==> src/rtl/min_sec_pkg.sv <==
// Shared types and constants for the MM:SS stopwatch core.
package min_sec_pkg;

  typedef enum logic [1:0] {
    ST_IDLE = 2'd0,
    ST_RUN  = 2'd1,
    ST_SET  = 2'd2
  } state_e;

  localparam int unsigned DIGIT_MAX_UNITS = 9;
  localparam int unsigned DIGIT_MAX_TENS  = 5;

  localparam logic [1:0] SEL_SEC_1  = 2'd0;
  localparam logic [1:0] SEL_SEC_10 = 2'd1;
  localparam logic [1:0] SEL_MIN_1  = 2'd2;
  localparam logic [1:0] SEL_MIN_10 = 2'd3;

  // Anything at or above the limit (including illegal codes) rolls to 0.
  function automatic logic [3:0] bcd_inc(input logic [3:0] q, input logic [3:0] max);
    return (q >= max) ? 4'd0 : q + 4'd1;
  endfunction

endpackage

==> src/rtl/bcd_digit.sv <==
// One BCD digit register counting 0..MAX with synchronous clear and a carry-out.
module bcd_digit
  import min_sec_pkg::*;
#(
  parameter int unsigned MAX = DIGIT_MAX_UNITS
) (
  input  logic       clk_i,
  input  logic       rst_ni,
  input  logic       inc_i,
  input  logic       clr_i,
  output logic [3:0] q_o,
  output logic       carry_o
);

  localparam logic [3:0] MaxQ = 4'(MAX);

  logic [3:0] q_d, q_q;

  always_comb begin
    q_d = q_q;
    if (clr_i) begin
      q_d = 4'd0;
    end else if (inc_i) begin
      q_d = bcd_inc(q_q, MaxQ);
    end
  end

  always_ff @(posedge clk_i or negedge rst_ni) begin
    if (!rst_ni) begin
      q_q <= 4'd0;
    end else begin
      q_q <= q_d;
    end
  end

  assign q_o     = q_q;
  assign carry_o = inc_i && (q_q == MaxQ);

endmodule

==> src/rtl/min_sec_counter.sv <==
// MM:SS stopwatch core: prescaled 1 s tick, four BCD digits, start/stop/clear and manual set.
// Optional lap snapshot register enabled by defining MIN_SEC_COUNTER_LAP_EN.
module min_sec_counter
  import min_sec_pkg::*;
#(
  parameter int unsigned TICK_DIV = 50_000_000
) (
  input  logic       CLK,
  input  logic       RST_N,
  input  logic       START_STOP,
  input  logic       CLEAR,
  input  logic       SET_MODE,
  input  logic [1:0] SET_SEL,
  input  logic       SET_INC,
`ifdef MIN_SEC_COUNTER_LAP_EN
  input  logic       LAP,
  output logic [15:0] LAP_DIGITS,
`endif
  output logic [3:0] SEC_1,
  output logic [3:0] SEC_10,
  output logic [3:0] MIN_1,
  output logic [3:0] MIN_10,
  output logic       RUNNING,
  output logic       WRAP
);

  localparam int unsigned PW = $clog2(TICK_DIV);
  localparam logic [PW-1:0] TickMax = PW'(TICK_DIV - 1);

  state_e state_d, state_q;
  logic [PW-1:0] presc_d, presc_q;
  logic wrap_d, wrap_q;
  logic tick;
  logic [3:0] set_inc;
  logic [3:0] inc;
  logic [3:0] carry;

  // ---------------- FSM ----------------
  always_ff @(posedge CLK or negedge RST_N) begin
    if (!RST_N) begin
      state_q <= ST_IDLE;
    end else begin
      state_q <= state_d;
    end
  end

  always_comb begin
    state_d = state_q;
    if (!CLEAR) begin
      unique case (state_q)
        ST_IDLE: begin
          if (SET_MODE) state_d = ST_SET;
          else if (START_STOP) state_d = ST_RUN;
        end
        ST_RUN: begin
          if (SET_MODE) state_d = ST_SET;
          else if (START_STOP) state_d = ST_IDLE;
        end
        ST_SET: begin
          if (!SET_MODE) state_d = ST_IDLE;
        end
        default: state_d = ST_IDLE;
      endcase
    end
  end

  always_comb begin
    RUNNING = (state_q == ST_RUN);
  end

  // ---------------- Prescaler ----------------
  // Held outside RUN so a stop/start resumes on the same phase.
  assign tick = (state_q == ST_RUN) && (presc_q == TickMax) && !CLEAR;

  always_comb begin
    presc_d = presc_q;
    if (CLEAR) begin
      presc_d = '0;
    end else if (state_q == ST_RUN) begin
      presc_d = (presc_q == TickMax) ? '0 : presc_q + 1'b1;
    end
  end

  always_ff @(posedge CLK or negedge RST_N) begin
    if (!RST_N) begin
      presc_q <= '0;
    end else begin
      presc_q <= presc_d;
    end
  end

  // ---------------- Digits ----------------
  always_comb begin
    set_inc = 4'b0000;
    if (state_q == ST_SET && SET_INC) begin
      unique case (SET_SEL)
        SEL_SEC_1:  set_inc = 4'b0001;
        SEL_SEC_10: set_inc = 4'b0010;
        SEL_MIN_1:  set_inc = 4'b0100;
        SEL_MIN_10: set_inc = 4'b1000;
        default:    set_inc = 4'b0000;
      endcase
    end
  end

  // Carries only ripple on a real tick; manual edits never touch neighbours.
  assign inc[0] = tick | set_inc[0];
  assign inc[1] = (carry[0] & tick) | set_inc[1];
  assign inc[2] = (carry[1] & tick) | set_inc[2];
  assign inc[3] = (carry[2] & tick) | set_inc[3];

  bcd_digit #(.MAX(DIGIT_MAX_UNITS)) u_sec_1 (
    .clk_i   (CLK),
    .rst_ni  (RST_N),
    .inc_i   (inc[0]),
    .clr_i   (CLEAR),
    .q_o     (SEC_1),
    .carry_o (carry[0])
  );

  bcd_digit #(.MAX(DIGIT_MAX_TENS)) u_sec_10 (
    .clk_i   (CLK),
    .rst_ni  (RST_N),
    .inc_i   (inc[1]),
    .clr_i   (CLEAR),
    .q_o     (SEC_10),
    .carry_o (carry[1])
  );

  bcd_digit #(.MAX(DIGIT_MAX_UNITS)) u_min_1 (
    .clk_i   (CLK),
    .rst_ni  (RST_N),
    .inc_i   (inc[2]),
    .clr_i   (CLEAR),
    .q_o     (MIN_1),
    .carry_o (carry[2])
  );

  bcd_digit #(.MAX(DIGIT_MAX_TENS)) u_min_10 (
    .clk_i   (CLK),
    .rst_ni  (RST_N),
    .inc_i   (inc[3]),
    .clr_i   (CLEAR),
    .q_o     (MIN_10),
    .carry_o (carry[3])
  );

  // Registered so the pulse lines up with 00:00 becoming visible.
  assign wrap_d = tick & carry[3];

  always_ff @(posedge CLK or negedge RST_N) begin
    if (!RST_N) begin
      wrap_q <= 1'b0;
    end else begin
      wrap_q <= wrap_d;
    end
  end

  assign WRAP = wrap_q;

`ifdef MIN_SEC_COUNTER_LAP_EN
  logic [15:0] lap_d, lap_q;

  always_comb begin
    lap_d = lap_q;
    if (CLEAR) begin
      lap_d = 16'h0000;
    end else if (LAP && state_q == ST_RUN) begin
      lap_d = {MIN_10, MIN_1, SEC_10, SEC_1};
    end
  end

  always_ff @(posedge CLK or negedge RST_N) begin
    if (!RST_N) begin
      lap_q <= 16'h0000;
    end else begin
      lap_q <= lap_d;
    end
  end

  assign LAP_DIGITS = lap_q;
`endif

endmodule

==> config.mk <==
export PLATFORM = sky130hd
export DESIGN_NAME = min_sec_counter
export DESIGN_NICKNAME = d
export VERILOG_FILES = /design/src/rtl/min_sec_pkg.sv /design/src/rtl/bcd_digit.sv /design/src/rtl/min_sec_counter.sv
export SDC_FILE = /design/constraint.sdc
export NUM_CORES = 1
export LEC_CHECK = 0
export ABC_AREA = 1
export BUFFER_PORTS_ARGS = -buffer_cell sky130_fd_sc_hd__clkbuf_2
export CAP_MARGIN = 20
export CORE_MARGIN = 1.5
export CORE_UTILIZATION = 40
export CTS_CLUSTER_DIAMETER = 200
export CTS_CLUSTER_SIZE = 24
export DETAILED_ROUTE_END_ITERATION = 10
export GPL_TIMING_DRIVEN = 0
export PLACE_DENSITY_LB_ADDON = 0.2
export SLEW_MARGIN = 20
export SYNTH_ARGS = -nofsm -noshare
export SYNTH_HDL_FRONTEND = slang
export SYNTH_SLANG_ARGS = --single-unit
==> constraint.sdc <==
create_clock -name CLK -period 2.3 [get_ports CLK]
set_clock_uncertainty 0.15 [all_clocks]
set_input_delay 0.115 -clock CLK [delete_from_list [all_inputs] [get_ports CLK]]
set_output_delay 0.115 -clock CLK [all_outputs]
set_load 0.005 [all_outputs]
After elaboration in Yosys (flattened, before gate mapping)
Cells that the tools add are included.
W data, S select, Z words.

storage, ports and cells
  flip-flop bits (word level) = 45
  logic and storage cells = 77

operators by class
  add/subtract/negate cells = 5
  order comparisons = 4
  equal/unequal tests = 13
  multiplexer cells = 23
  bitwise logic cells = 9
  reductions and logical operators = 16

operators with widths
  kind                     number
  $mux W26                 3
  $mux W4                  13
  $add A26 B1 Y26 const B  1
  $eq A26 B26 Y1 const B   1
  $add A4 B1 Y4 const B    4
  $pmux W4 S4              1
  $mux W2                  5
  $reduce_bool A2 Y1       5
  $eq A4 B3 Y1 const B     2
  $eq A4 B4 Y1 const B     2
  $ge A4 B3 Y1 const B     2
  $ge A4 B4 Y1 const B     2
  $logic_and A1 B1 Y1      7
  $eq A2 B2 Y1 const B     3
  $ne A3 B3 Y1 const B     2
  $pmux W2 S3              1
  $and A1 B1 Y1            4
  $eq A2 B1 Y1 const B     2
  $logic_not A2 Y1         2
  $or A1 B1 Y1             4
  $reduce_and A4 Y1        1
  $ne A2 B2 Y1 const B     1
  $logic_not A1 Y1         1
  $not A1 Y1               1

Longest topological paths before layout
  depth in word-level cells = 15
  depth in mapped cells = 13
  mapped depth without buffers = 13

Hierarchy
Synthesis repeated with hierarchy kept, for this count alone.

unflattened totals
  cells, all modules = 432
  area, all modules = 3,057.9 um2

modules (own cells, without submodules)
  module                    times used  cells each  area an instance (um2)
  min_sec_counter           1           284         1,964.4
  bcd_digit (u_min_10 ...)  2           40          281.5
  bcd_digit (u_min_1 ...)   2           34          265.3

Worst setup path before layout
No wires, ideal clock.

  path type = flip-flop to flip-flop
  start point = reg presc_q[1]
  end point = reg presc_q[20]
  data arrival time = 1,456 ps
  setup slack = 571 ps
  cell stages (with the launch flop) = 13
  path buffers = 0
  period minus slack after synthesis = 1,729 ps
  cells stage by stage = dfrtp_1 -> ha_1 -> nand2_1 -> nor2_1 -> inv_1 -> nor2_1 -> nand2_1 -> nand2_4 -> nand2_4 -> o21ai_2 -> o21ai_2 -> nor2_2 -> a21oi_1

on the way
  word-level cells in the longest chain between the ends = 4
  elaborated cells on any way between the ends = 5
  those cells by class = add/sub (1); eq/ne (1); mux (3)

RTL lines
  what                                               RTL line               text
  start, declared                                    min_sec_counter.sv:31  logic [PW-1:0] presc_d, presc_q;
  start signal, assigned                             min_sec_counter.sv:88  presc_q <= presc_d;
  $add A26 B1 Y26 or $eq A26 B26 Y1 (tied branches)  min_sec_counter.sv:80  presc_d = (presc_q == TickMax) ? '0 : presc_q + 1'b1;
  $mux W26 *                                         min_sec_counter.sv:80
  $mux W26 *                                         min_sec_counter.sv:79  end else if (state_q == ST_RUN) begin
  $mux W26 *                                         min_sec_counter.sv:77  if (CLEAR) begin

Every way passes the cells marked *; elsewhere a longest branch is shown, timed or not. The select of a mux whose other input is x is not followed.
A chain may end at the register's enable or synchronous reset.

Worst setup path after layout
  start point = reg presc_q[1]
  end point = reg presc_q[9]

Same word-level chain as after synthesis.

==> reports/results.tsv <==
metric	value	unit
setup_viol	0	
start_kind	flip-flop	
grt_pass1_vias	2262	
ys.flop_type	dfrtp_1	
ys_warn_count	0	
gp_congestion	0.8542	
cap_violations	0	
overflow	0	
worstHoldStart	START_STOP	
nets	409	
cts_max_path_buffers	2	
crit_fanout	8	
synthTopCellsByArea	dfrtp_1, nand2_1, inv_1, ha_1, nor2_1	
cts.sinks	45	
hold_viol_final	0	
crit_slowest_cell	dfrtp_1	
max-vdd-ir-drop	433.3	µV
worst_pin_slew	623.0	ps
grt_pass1_wl	10350	µm
ioPinCount	26	
worstPathCellList	ha_1 > nand2_1 > nor2_1 > inv_1 > nor2_1 > nand2_1 > nand2_4 > nand2_4 > inv_1 > a21oi_1 > o21a_1	
cts_tree	done	
hold_path_depth	3	
path_buf_inv	2	
worstSetupPathType	flip-flop to flip-flop	
vias	2450	
fin_cells	469	
initial_core_util	41.24	%
cts-root-buf	clkbuf_8	
synth_cells	354	
yosysTopAreaCellShare	40.41	%
power	1.674	mW
pre_cts_slack	264.1	ps
rsz0062_at_grt	no	
end_kind	flip-flop	
grt_max_degree	46	
r2r-end	presc_q[9]$_DFFE_PN0P_	
ys_ff_latch	45	
cts-buffers-inserted	5	
dr.pass1.iters	4	
coreArea	6756	µm²
drive_gt1_share	14.65	%
post_cts_buffers	0	
syn_nets	375	
tns	0	ps
reg2reg_slack	260	ps
multi_input_area	1448	µm²
power_density	536.6	nW/µm²
drt_iter0_drc	82	
worstReg2RegStart	presc_q[1]$_DFFE_PN0P_	
timing.final.crit_share	88.62	%
crit_required	2340	ps
hpwl	4580	µm
status	finished clean	
cts.clk_slew.worst_paths	90	ps
period_needed	2038	ps
die-area	7475	µm²
num_rows	30	
ys_seq_area_share	40.41	%
ys_types	39	
antenna_left	0	
fp.dieH	86.46	µm
avgSynthCellArea	7.871	µm²
slew_violations	0	
diodes	0	
routedWlPerCell	13.02	µm
synth_top_area_cell	dfrtp_1	
finalWirelength	6107	µm
n_fill_cell	685	
leakage	1.463	nW
cp_slowest_stage_delay	380	ps
htreeDepth	2	
grt_use_total	17.51	%
synth-edff-count	0	
syn-cell-area	2786	µm²
vias_per_cell	5.224	
die_x	86.46	µm
setup_ws	261.6	ps
clk_latency	300	ps
regArea	1126	µm²
synth-async-reset-ratio	100.0	%
port_buffers	25	
grt_antenna_before_repair	0	
min_to	state_q[0]$_DFFE_PN0P_	
cp_top_family	simple AND/OR/NAND/NOR gates	
ff2ff_path_depth	11	
slew_headroom	58.47	%
drc	0	
area_growth	11.94	%
hold_path.class	input port to flip-flop	
placed_cells_incl_taps	459	
critical_path_arrival	2080	ps
max_freq	490.6	MHz
==> Yosys cell counts (2+ instances only) <==
master / count
a21oi_1: 21
a31oi_1: 4
dfrtp_1: 45
ha_1: 13
inv_1: 50
inv_2: 2
nand2_1: 56
nand2_2: 6
nand2_4: 5
nand3_1: 27
nand4_1: 15
nor2_1: 41
nor2_2: 3
nor2_4: 2
nor3_1: 8
nor3b_1: 3
o21a_1: 2
o21ai_0: 12
o21ai_2: 2
o22ai_1: 9
o31ai_1: 2
xnor2_1: 3
xor2_1: 7
==> worst reg2reg max path, delay by kind of cell (launching register included) <==
family          cells  cell delay [ps]
compound gates      2              180
fa+ha+maj           1              170
buf+inv             2              330
flops               1              380
simple gates        6              720
==> flip-flops by register name, indices dropped and copies added (netlist names) <==
signal,flops
presc_q,26
u_min_1.q_o,4
u_min_10.q_o,4
u_sec_1.q_o,4
u_sec_10.q_o,4
state_q,2
WRAP,1
==> cell type report <==
| class | instances | area share [%] |
|---|---|---|
| multi-input cells | 254 | 46.41 |
| repair buffers | 27 | 4.733 |
| clock buffers | 6 | 2.327 |
| inverters | 52 | 6.258 |
| plain buffers | 3 | 0.6418 |
| flip-flops and latches | 45 | 36.10 |
| clock inverters | 2 | 0.3209 |
| well taps | 80 | 3.209 |
==> per-layer routing <==
layer | vias up | global-route usage (%) | routed length, µm
met1 | 1152 | 24.25 | 2995
met4 | 0 | 5.572 | 76
met2 | 42 | 28.05 | 2812
li1 | 1249 | - | -
met5 | - | 0 | 0
met3 | 7 | 2.857 | 222
==> cells by family (layout without fill, tap and decap cells) <==
group / Yosys count / in the layout / synth area share [%]
adders and majority gates: 13 / 13 / 5.838
AOI/OAI and AO/OA: 58 / 58 / 12.26
muxes: 1 / 1 / 0.3592
and+or+nand+nor: 172 / 172 / 30.27
xor gates and xnor gates: 10 / 10 / 3.143
DFF: 45 / 45 / 40.41
buffers and inverters: 55 / 90 / 7.723
==> report_power, final <==
| part | internal, mW | leakage, nW | switching [mW] |
|---|---|---|---|
| registers | 0.839 | 0.620 | 0.0559 |
| clock network | 0.211 | 0.0450 | 0.271 |
| logic | 0.113 | 0.798 | 0.185 |
| total | 1.16 | 1.46 | 0.511 |
==> metrics by stage <==
step | cell area (µm²) | hold slack [ps] | utilization, %
finish | 3119 | 4.965 | 46.17
global placement | 3012 | 244.6 | 44.57
floorplan | 2786 | -330.6 | -
detailed placement | 3014 | 66.11 | 44.61
CTS | 3117 | 1.433 | 46.13
global route | 3119 | 40.53 | 46.17
==> cells in the final DEF (no fill, tap or decap), drive strengths merged, types with 2 or more instances in the layout <==
master and count:
a21oi 21, dlygate4sd3 2, ha 13, inv 52, nor2 46, o31ai 2
dfrtp 45, nand2 67, nor3b 3, clkbuf 32, a31oi 4, o21a 2
clkinv 2, buf 2, o22ai 9, nand3 28, xnor2 3, nand4 15
xor2 7, nor3 9, o21ai 15
==> how the worst max path moves through the flow <==
| stage | start | to | depth (start not counted) |
|---|---|---|---|
| after floorplan | presc_q[1]$_DFFE_PN0P_ | presc_q[20]$_DFFE_PN0P_ | 12 |
| final | presc_q[1]$_DFFE_PN0P_ | presc_q[9]$_DFFE_PN0P_ | 11 |
| after global routing | presc_q[1]$_DFFE_PN0P_ | presc_q[20]$_DFFE_PN0P_ | 11 |
| after detailed placement | presc_q[1]$_DFFE_PN0P_ | presc_q[20]$_DFFE_PN0P_ | 11 |
| after CTS | presc_q[1]$_DFFE_PN0P_ | presc_q[20]$_DFFE_PN0P_ | 11 |
| after global placement | presc_q[1]$_DFFE_PN0P_ | presc_q[20]$_DFFE_PN0P_ | 11 |
==> timing repair <==
item | in CTS | in global routing
setup endpoints to repair | 0 | 1
hold buffers | 2 | 0
resized for setup | 0 | 1
endpoints found under the hold margin | 46 | 0
Note: power is estimated with default switching activity, not from simulation.
